[src/rtl/bridge_tx_uart.sv]
// Host-link reply transmitter: formats read data as "Mxxxx\r\n" and sends it as UART 8N1, LSB first.
// Define BRIDGE_TX_PARITY_EN to add an even parity bit (8E1 framing).
module bridge_tx_uart #(
    parameter int CLOCKS_PER_BAUD = 868
) (
    input  logic        clk,
    input  logic        rst_n,
    input  logic [15:0] data_i,
    input  logic        rw_i,
    input  logic        valid_i,
    output logic        tx,
    output logic        busy_o,
    output logic        overrun_o
);
    localparam int            BW       = (CLOCKS_PER_BAUD > 1) ? $clog2(CLOCKS_PER_BAUD) : 1;
    localparam logic [BW-1:0] BAUD_MAX = BW'(CLOCKS_PER_BAUD - 1);

`ifdef BRIDGE_TX_PARITY_EN
    typedef enum logic [2:0] {S_IDLE, S_START, S_DATA, S_PARITY, S_STOP} state_t;
`else
    typedef enum logic [2:0] {S_IDLE, S_START, S_DATA, S_STOP} state_t;
`endif

    state_t        state_q;
    logic [BW-1:0] baud_q;
    logic [2:0]    bit_q;
    logic [2:0]    chr_q;
    logic [15:0]   act_q;
    logic [15:0]   pend_q;
    logic          pend_vld_q;
    logic          tx_q;
    logic          busy_q;
    logic          ovr_q;

    logic       accept;
    logic       baud_wrap;
    logic       finish;
    logic [7:0] char_cur;

    function automatic logic [7:0] hex_f(input logic [3:0] n);
        return (n < 4'd10) ? (8'h30 + {4'h0, n}) : (8'h37 + {4'h0, n});
    endfunction

    assign accept    = valid_i & ~rw_i;
    assign baud_wrap = (baud_q == BAUD_MAX);
    assign finish    = (state_q == S_STOP) && baud_wrap && (chr_q == 3'd6);

    always_comb begin
        char_cur = 8'h0A;
        case (chr_q)
            3'd0:    char_cur = 8'h4D;
            3'd1:    char_cur = hex_f(act_q[15:12]);
            3'd2:    char_cur = hex_f(act_q[11:8]);
            3'd3:    char_cur = hex_f(act_q[7:4]);
            3'd4:    char_cur = hex_f(act_q[3:0]);
            3'd5:    char_cur = 8'h0D;
            default: char_cur = 8'h0A;
        endcase
    end

    always_ff @(posedge clk) begin
        if (!rst_n) begin
            state_q    <= S_IDLE;
            baud_q     <= '0;
            bit_q      <= '0;
            chr_q      <= '0;
            act_q      <= '0;
            pend_q     <= '0;
            pend_vld_q <= 1'b0;
            tx_q       <= 1'b1;
            busy_q     <= 1'b0;
            ovr_q      <= 1'b0;
        end else begin
            if (state_q != S_IDLE)
                baud_q <= baud_wrap ? '0 : baud_q + BW'(1);

            // Accepts while sending go to pending; the finishing cycle is handled in S_STOP.
            if (accept && state_q != S_IDLE && !finish) begin
                if (!pend_vld_q) begin
                    pend_q     <= data_i;
                    pend_vld_q <= 1'b1;
                end else begin
                    ovr_q <= 1'b1;
                end
            end

            case (state_q)
                S_IDLE: if (accept) begin
                    act_q   <= data_i;
                    chr_q   <= 3'd0;
                    baud_q  <= '0;
                    tx_q    <= 1'b0;
                    busy_q  <= 1'b1;
                    state_q <= S_START;
                end
                S_START: if (baud_wrap) begin
                    bit_q   <= 3'd0;
                    tx_q    <= char_cur[0];
                    state_q <= S_DATA;
                end
                S_DATA: if (baud_wrap) begin
                    if (bit_q == 3'd7) begin
`ifdef BRIDGE_TX_PARITY_EN
                        tx_q    <= ^char_cur;
                        state_q <= S_PARITY;
`else
                        tx_q    <= 1'b1;
                        state_q <= S_STOP;
`endif
                    end else begin
                        bit_q <= bit_q + 3'd1;
                        tx_q  <= char_cur[3'(bit_q + 3'd1)];
                    end
                end
`ifdef BRIDGE_TX_PARITY_EN
                S_PARITY: if (baud_wrap) begin
                    tx_q    <= 1'b1;
                    state_q <= S_STOP;
                end
`endif
                S_STOP: if (baud_wrap) begin
                    if (chr_q != 3'd6) begin
                        chr_q   <= chr_q + 3'd1;
                        tx_q    <= 1'b0;
                        state_q <= S_START;
                    end else if (pend_vld_q || accept) begin
                        // Back-to-back reply: start bit follows the stop bit with no gap.
                        chr_q   <= 3'd0;
                        tx_q    <= 1'b0;
                        state_q <= S_START;
                        if (pend_vld_q) begin
                            act_q <= pend_q;
                            if (accept) pend_q     <= data_i;
                            else        pend_vld_q <= 1'b0;
                        end else begin
                            act_q <= data_i;
                        end
                    end else begin
                        tx_q    <= 1'b1;
                        busy_q  <= 1'b0;
                        state_q <= S_IDLE;
                    end
                end
                default: state_q <= S_IDLE;
            endcase
        end
    end

    assign tx        = tx_q;
    assign busy_o    = busy_q;
    assign overrun_o = ovr_q;
endmodule

[config.mk]
export PLATFORM = sky130hd
export DESIGN_NAME = bridge_tx_uart
export DESIGN_NICKNAME = d
export VERILOG_FILES = /design/src/rtl/bridge_tx_uart.sv
export SDC_FILE = /design/constraint.sdc
export NUM_CORES = 1
export LEC_CHECK = 0
export BUFFER_PORTS_ARGS = -buffer_cell sky130_fd_sc_hd__buf_2
export CAP_MARGIN = 0
export CORE_MARGIN = 2
export CORE_UTILIZATION = 50
export CTS_CLUSTER_DIAMETER = 200
export DETAILED_ROUTE_END_ITERATION = 8
export PLACE_DENSITY_LB_ADDON = 0.12
export RECOVER_POWER = 100
export SLEW_MARGIN = 20
export SYNTH_ARGS = -nofsm -noshare
export SYNTH_HDL_FRONTEND = slang
export SYNTH_SLANG_ARGS = --single-unit
[constraint.sdc]
create_clock -name clk -period 2.7 [get_ports clk]
set_input_delay 0 -clock clk [delete_from_list [all_inputs] [get_ports clk]]
set_output_delay 0 -clock clk [all_outputs]
set_load 0.03 [all_outputs]
Word level (Yosys, flattened, before mapping)

Cells that the tools add are included.

Output and inout bits: 3
Register bits after elaboration: 55
Word-level logic and storage cells: 130
Bits of input ports: 20

Reductions and logical operators: 19
Eq/ne operators: 22
Multiplexer cells: 61
Bitwise operators: 2
Add/subtract/negate cells: 11
$lt $le $gt $ge: 5

Operators by type and width:

| cell                                                | count |
|---|---|
| two-way mux 16 bit                                  | 12 |
| adder 6 x 4 -> 7 bit (first input constant)         | 8 |
| one-hot mux 7 bit (6 select lines)                  | 1 |
| two-way mux 10 bit                                  | 4 |
| two-way mux 3 bit                                   | 12 |
| one-hot mux 16 bit (2 select lines)                 | 1 |
| two-way mux 7 bit                                   | 4 |
| two-way mux 1 bit                                   | 21 |
| AND reduction 5 bit                                 | 4 |
| < comparator 4 bit (second input constant)          | 4 |
| != test 2 bit (second input constant)               | 8 |
| == test 3 x 2 -> 1 bit (second input constant)      | 4 |
| == test 3 bit (second input constant)               | 4 |
| one-hot mux 3 bit (2 select lines)                  | 2 |
| one-hot mux 3 bit (4 select lines)                  | 1 |
| adder 10 x 1 -> 10 bit (second input constant)      | 1 |
| == test 10 bit (second input constant)              | 1 |
| AND reduction 4 bit                                 | 2 |
| adder 3 x 1 -> 3 bit (second input constant)        | 2 |
| == test 3 x 1 -> 1 bit (second input constant)      | 2 |
| logical NOT 3 bit                                   | 2 |
| logical AND 1 bit                                   | 4 |
| < comparator 3 x 4 -> 1 bit (second input constant) | 1 |
| one-hot mux 1 bit (4 select lines)                  | 1 |
| other kinds (13)                                    | 14 |

Logic depth before layout (Yosys ltp)

Gate-level depths: netlist of run 1.

Word-level depth: 12
Gate-level depth with buffers: 10

Least setup slack after synthesis of run 1

Ideal clock, no wire load.

Path kind: register to register
Start: register chr_q[1]
End: register tx_q (netlist: tx)
Stages on the path, launching flop included: 10
Setup slack: 0.605 ns
Library setup time: 0.070 ns
Data arrival time: 2.025 ns
Path buffers: 2
Path through: dfxtp_1 > clkbuf_1 > and2_1 > ha_1 > clkbuf_1 > o2111ai_1 > and4_1 > a22o_1 > o221a_2 > a21oi_1

Cells in the longest elaborated chain, start to end: 7
Elaborated cells between the ends (all ways): 16
Classes of those cells: eq/ne (6); mux (9); reduce/logical (1)

Ends and longest elaborated chain:

| element                                     | RTL line | text |
|---|---|---|
| from (decl)                                 | 27       | `logic [2:0] chr_q;` |
| from (signal assigned)                      | 123      | `chr_q <= chr_q + 3'd1;` |
| == test 3 bit, or another cell as far along | 50       | `case (chr_q)` |
| one-hot mux 7 bit (6 select lines)          | 50       |  |
| binary-select mux 1 bit (select 3 bit)      | 112      | `tx_q <= char_cur[3'(bit_q + 3'd1)];` |
| two-way mux 1 bit (implied by the code)     | 112      |  |
| two-way mux 1 bit                           | 102      | `if (bit_q == 3'd7) begin` |
| two-way mux 1 bit                           | 101      | `S_DATA: if (baud_wrap) begin` |
| one-hot mux 1 bit (4 select lines) (*)      | 87       | `case (state_q)` |
| to (signal assigned)                        | 98       | `tx_q <= char_cur[0];` |
| to (signal assigned)                        | 112      |  |
| to (decl)                                   | 31       | `logic tx_q;` |

Mark *: on every way between the ends. The rest lies on a longest branch, timed or not. The select of a mux whose other input is x is not followed.
A chain may end at the register's enable or synchronous reset.

Final worst setup path of run 1

Start: register chr_q[2]
End: register tx_q (netlist: tx)

Same word-level chain as after synthesis.

==> results.cfg, run 1 <==
[run_status]
status = finished clean

[setup_path]
crit_end = tx
cp-end-kind = flop
crit_buf_inv = 1
crit_fanout = 19
r2r_setup_slack_ns = 0.23
slowest_delay_ns = 0.70
r2r_start = chr_q[2]
critPathSlowestCell = dfxtp_1
cp.arrival_ns = 2.67
r2r-end = tx
cp.required_ns = 2.90
rr_worst_depth = 7
criticalPathCategory = flop to flop
startpoint = chr_q[2]
path_cells = inv_1, ha_1, nand2b_1, mux2i_1, a2111oi_1, o221a_2, a21oi_1
cp_top_family = compound AO/OA/AOI/OAI gates
worst_setup_path_start_kind = flop
cp.depth = 7

[drt]
ant_nets = 0
firstDrtPassIters = 5
vias = 3118
routedWlPerCell_um = 14.9
drt_iter0_drc = 168
via_per_inst = 5.93
wl_um = 7850
drcViolationCount = 0

[timing]
fin_skew_ns = 0.00570
fin_crit_ns = 2.47
fmax_ghz = 0.405
hold_violations = 0
final.period_utilization = 0.914
worst_pin_slew_ns = 0.684
setup_tns_ns = 0
max_slew_margin = 0.544
rsz0062_at_grt = no
maxSlewViolCount = 0
setup_violations = 0

[clock_tree]
cts_resized = 0
clock_path_buffers = 2
post-cts-setup-buffer-count = 0
worstSkewPairLatency_ns = 0.31
cts_tree = built
cts_inserted_buffers = 5
htreeDepth = 2
path_clk_slew_ns = 0.10
cts.sinks = 54
clock-root-buffer = clkbuf_8

[pwr]
ir_drop_mv = 0.380
leakage_uw = 0.00133
power_density_nw_per_um2 = 654

[place]
dpl-instance-area_um2 = 3380
dp_hpwl_um = 5630
portBuffers = 22
gp_routability_congestion = 0.868

[floorplan]
coreArea_um2 = 6350
die_h_um = 85.1
rows = 29
ios = 23
dieArea_um2 = 7240
die_x_um = 85.1
start_util = 0.517

[yosys]
synth_nets = 462
yosysWarnings = 0
async_reset_ff_frac = 0
syn_area_per_cell_um2 = 7.64
synth.cell_area_um2 = 3290
synth_ff_type = dfxtp_1
syn_inst = 430
synth-seq-cells = 54
synth_edf_count = 0
synth.distinct_cells = 57
synth_seq_area_share = 0.329

[grt]
met3_usage = 0.0379
grt_use_met2 = 0.359
grt_busiest_layer = met2
grt_overflow = 0
grt_pass1_wl_um = 13600
grt_max_degree = 39
grt_usage = 0.226
grt_pass1_vias = 2913
antenna_found_initial = 0
grt_use_met1 = 0.321

[final_layout]
layout.area.seq_um2 = 1080
stdcell_area_um2 = 3610
diodes = 0
multiInputGateArea_um2 = 1970
layout-drive-gt1-share = 0.0846
final_nets = 480
area_growth_pct = 10.0
n_fill_cell = 639

[min_path]
hp-class = input port to flop
min_from = rw_i

[job]
max-cap-violations = 0
-- final cells by class --
| cell class | instances | area share |
|---|---|---|
| clock buffer | 6 | 0.0201 |
| clock inverter | 2 | 0.00381 |
| inverter | 20 | 0.0208 |
| multi-input combinational | 324 | 0.546 |
| sequential | 54 | 0.299 |
| tap | 77 | 0.0267 |
| timing repair buffer | 43 | 0.0841 |
-- state kept, by name, indices dropped and copies added, names as in the netlist --
register	count
act_q	16
baud_q	10
bit_q	3
busy_o	1
chr_q	3
overrun_o	1
pend_q	16
pend_vld_q	1
state_q	2
tx	1
-- worst min-delay path by stage --
| stage | to | slack, ns | cells past startpoint |
|---|---|---|---|
| 3_3_place_gp | pend_q[9] | 0.23 | 3 |
| 4_1_cts | busy_o | 0.11 | 4 |
| 5_1_grt | busy_o | 0.18 | 4 |
| 2_1_floorplan | pend_q[0] | 0.13 | 2 |
| 3_5_place_dp | pend_q[6] | 0.24 | 3 |
| 6_report | busy_o | 0.13 | 4 |
-- worst register-to-register path, cell delays in order, from the launching register on --
cell       delay [ns]
dfxtp_1          0.70
inv_1            0.20
ha_1             0.36
nand2b_1         0.11
mux2i_1          0.07
a2111oi_1        0.54
o221a_2          0.31
a21oi_1          0.06
-- synth_stat cells (5+ instances only) --
master    instances  share of area
o21ai_0          34          0.052
nand3_1          39          0.059
a21oi_1          14          0.021
nor3_1            9          0.014
ha_1             12          0.046
dfxtp_1          54           0.33
inv_1            19          0.022
a31oi_1           6          0.011
nand2_1          48          0.055
a311oi_1         19          0.051
nor3b_1           7          0.016
buf_2             8          0.012
nor2_1           42          0.048
mux2i_1           5          0.015
clkbuf_1         20          0.023
nor2b_1          12          0.023
-- kinds of logic after synthesis --
family | count (synthesis) | synth area share
compound gates | 113 | 0.239
xor+xnor | 2 | 0.00533
fa+ha+maj | 12 | 0.0457
buf+inv | 52 | 0.0670
flops | 54 | 0.329
mux | 8 | 0.0255
simple gates | 189 | 0.288
-- power breakdown --
group          internal [µW]  switching (µW)  total [µW]
Sequential               910             131        1040
Combinational            330             536         866
Clock                    184             272         456
-- routing by layer --
metal  wire length, µm  part of all wire
met5                 0                 0
met3               329             0.042
met1              3970              0.51
met2              3470              0.44
met4                74            0.0094
-- cell usage in the layout, fill, tap and decap left out, types with 14 or more instances in the layout --
master / n
a21oi_1: 14
nor2_1: 42
nand2_1: 48
dfxtp_1: 54
nand3_1: 39
inv_1: 19
a311oi_1: 19
o21ai_0: 35
buf_2: 19
dlygate4sd3_1: 16
-- stage by stage --
stage	total power, µW	utilization	worst slack (ns)	hold slack, ns	cells
6_report	2360	0.569	0.232	0.129	526
5_1_grt	2540	0.569	0.173	0.180	526
4_1_cts	2390	0.572	0.333	0.113	526
3_5_place_dp	1920	0.533	0.359	0.239	502
3_3_place_gp	1900	0.533	0.398	0.229	502
2_1_floorplan	1730	-	0.605	0.130	430
-- timing repair --
| item | CTS | global route |
|---|---|---|
| endpoints found under the setup margin | 0 | 0 |
| endpoints found under the hold margin | 32 | 0 |
| hold buffers | 16 | 0 |
Note: power is estimated with default switching activity, not from simulation.
==> run 2: changes to the inputs <==
--- a/config.mk
+++ b/config.mk
@@ -13,2 +13,3 @@
 export DETAILED_ROUTE_END_ITERATION = 8
+export MAX_ROUTING_LAYER = met4
 export PLACE_DENSITY_LB_ADDON = 0.12
==> constraint.sdc (replaced) <==
create_clock -name clk -period 2.7 [get_ports clk]
set_input_delay 0.405 -clock clk [delete_from_list [all_inputs] [get_ports clk]]
set_output_delay 0.405 -clock clk [all_outputs]
set_load 0.03 [all_outputs]
==> results.cfg, run 2 (synthesized netlist as in run 1, its figures left out) <==
[run_status]
status = finished clean

[drt]
drcViolationCount = 0
via_per_inst = 5.93
routedWlPerCell_um = 14.8
drt_iter0_drc = 148
ant_nets = 0
wl_um = 7580
vias = 3030
firstDrtPassIters = 4

[clock_tree]
htreeDepth = 2
cts_hold_buf = 0
cts.sinks = 54
path_clk_slew_ns = 0.10
clock_path_buffers = 2
clock-root-buffer = clkbuf_8
cts_inserted_buffers = 5
cts_resized = 0
worstSkewPairLatency_ns = 0.31
post-cts-setup-buffer-count = 0
cts_tree = built

[floorplan]
start_util = 0.517
dieArea_um2 = 7240
die_x_um = 85.1
ios = 23
die_h_um = 85.1
coreArea_um2 = 6350
rows = 29

[timing]
rsz0062_at_grt = no
max_slew_margin = 0.593
maxSlewViolCount = 0
hold_ws_ns = 0.314
setup_tns_ns = 0
final.period_utilization = 0.822
worst_pin_slew_ns = 0.595
hold_violations = 0
setup_ws_ns = 0.480
setup_violations = 0
fmax_ghz = 0.450
fin_crit_ns = 2.22
fin_skew_ns = 0.00696

[place]
portBuffers = 22
pre_cts_slack_ns = 0.514
dp_hpwl_um = 5730
gp_routability_congestion = 0.972
dpl-instance-area_um2 = 3400
place_inst = 504

[final_layout]
diodes = 0
area_growth_pct = 5.48
layoutNonFillerInstCount = 511
reg_top3 = act_q x16, pend_q x16, baud_q x10
final_common_cell = dfxtp_1
stdcell_area_um2 = 3470
layout-drive-gt1-share = 0.0922
final_nets = 466
layout_common_cells = 54 x dfxtp_1, 48 x nand2_1, 42 x nor2_1

[pwr]
leakage_uw = 0.00127
power_density_nw_per_um2 = 668
ir_drop_mv = 0.352

[setup_path]
criticalPathCategory = flop to flop
cp-end-kind = flop
r2r_setup_slack_ns = 0.48
crit_fanout = 32
cp.arrival_ns = 2.45
cp.required_ns = 2.93
worst_setup_path_start_kind = flop

[grt]
grt_pass1_vias = 2695
grt_usage = 0.225
grt_max_degree = 38
grt_pass1_wl_um = 13100
grt_overflow = 0
antenna_found_initial = 0

[min_path]
hp-class = input port to flop

[job]
max-cap-violations = 0
run 2: power by group:
group          total [µW]  internal (µW)  switching, µW
Clock                 445            180            265
Sequential           1040            909            129
Combinational         832            304            528
Total                2320           1390            923
run 2: path summary, 6_finish.rpt:
check,from,endpoint,cells after the start
setup reg to reg,chr_q[0],pend_q[13],7
hold / removal,data_i[9],pend_q[9],3
setup / recovery,chr_q[0],pend_q[13],7
hold reg to reg,pend_q[3],pend_q[3],2
run 2: area by class of cell:
cell class | count | area, µm²
clock buffers | 5 | 68.8
clock inverters | 2 | 13.8
fillers | 637 | 2880
inverters | 20 | 75.1
multi-input cells | 324 | 1970
flip-flops and latches | 54 | 1080
well taps | 77 | 96.3
repair buffers | 29 | 159
run 2: critical path, stage by stage (launching register included):
cell and delay, ns:
dfxtp_1 0.62, and4b_1 0.30, and4_1 0.21, or3_1 0.36
a21oi_4 0.15, buf_4 0.28, nand3_1 0.10, o21ai_0 0.10
run 2: routing by layer:
layer  up-vias  global-route usage  part of all wire
met3        14              0.0379             0.034
met1      1397               0.321              0.50
li1       1574                   -                 -
met2        45               0.327              0.45
met5         -                   -                 0
met4         0              0.0649             0.014
run 2: per-stage QoR:
step,util,power [µW]
2_1_floorplan,-,1730
3_3_place_gp,0.535,1880
3_5_place_dp,0.535,1910
4_1_cts,0.548,2370
5_1_grt,0.546,2510
6_report,0.546,2320
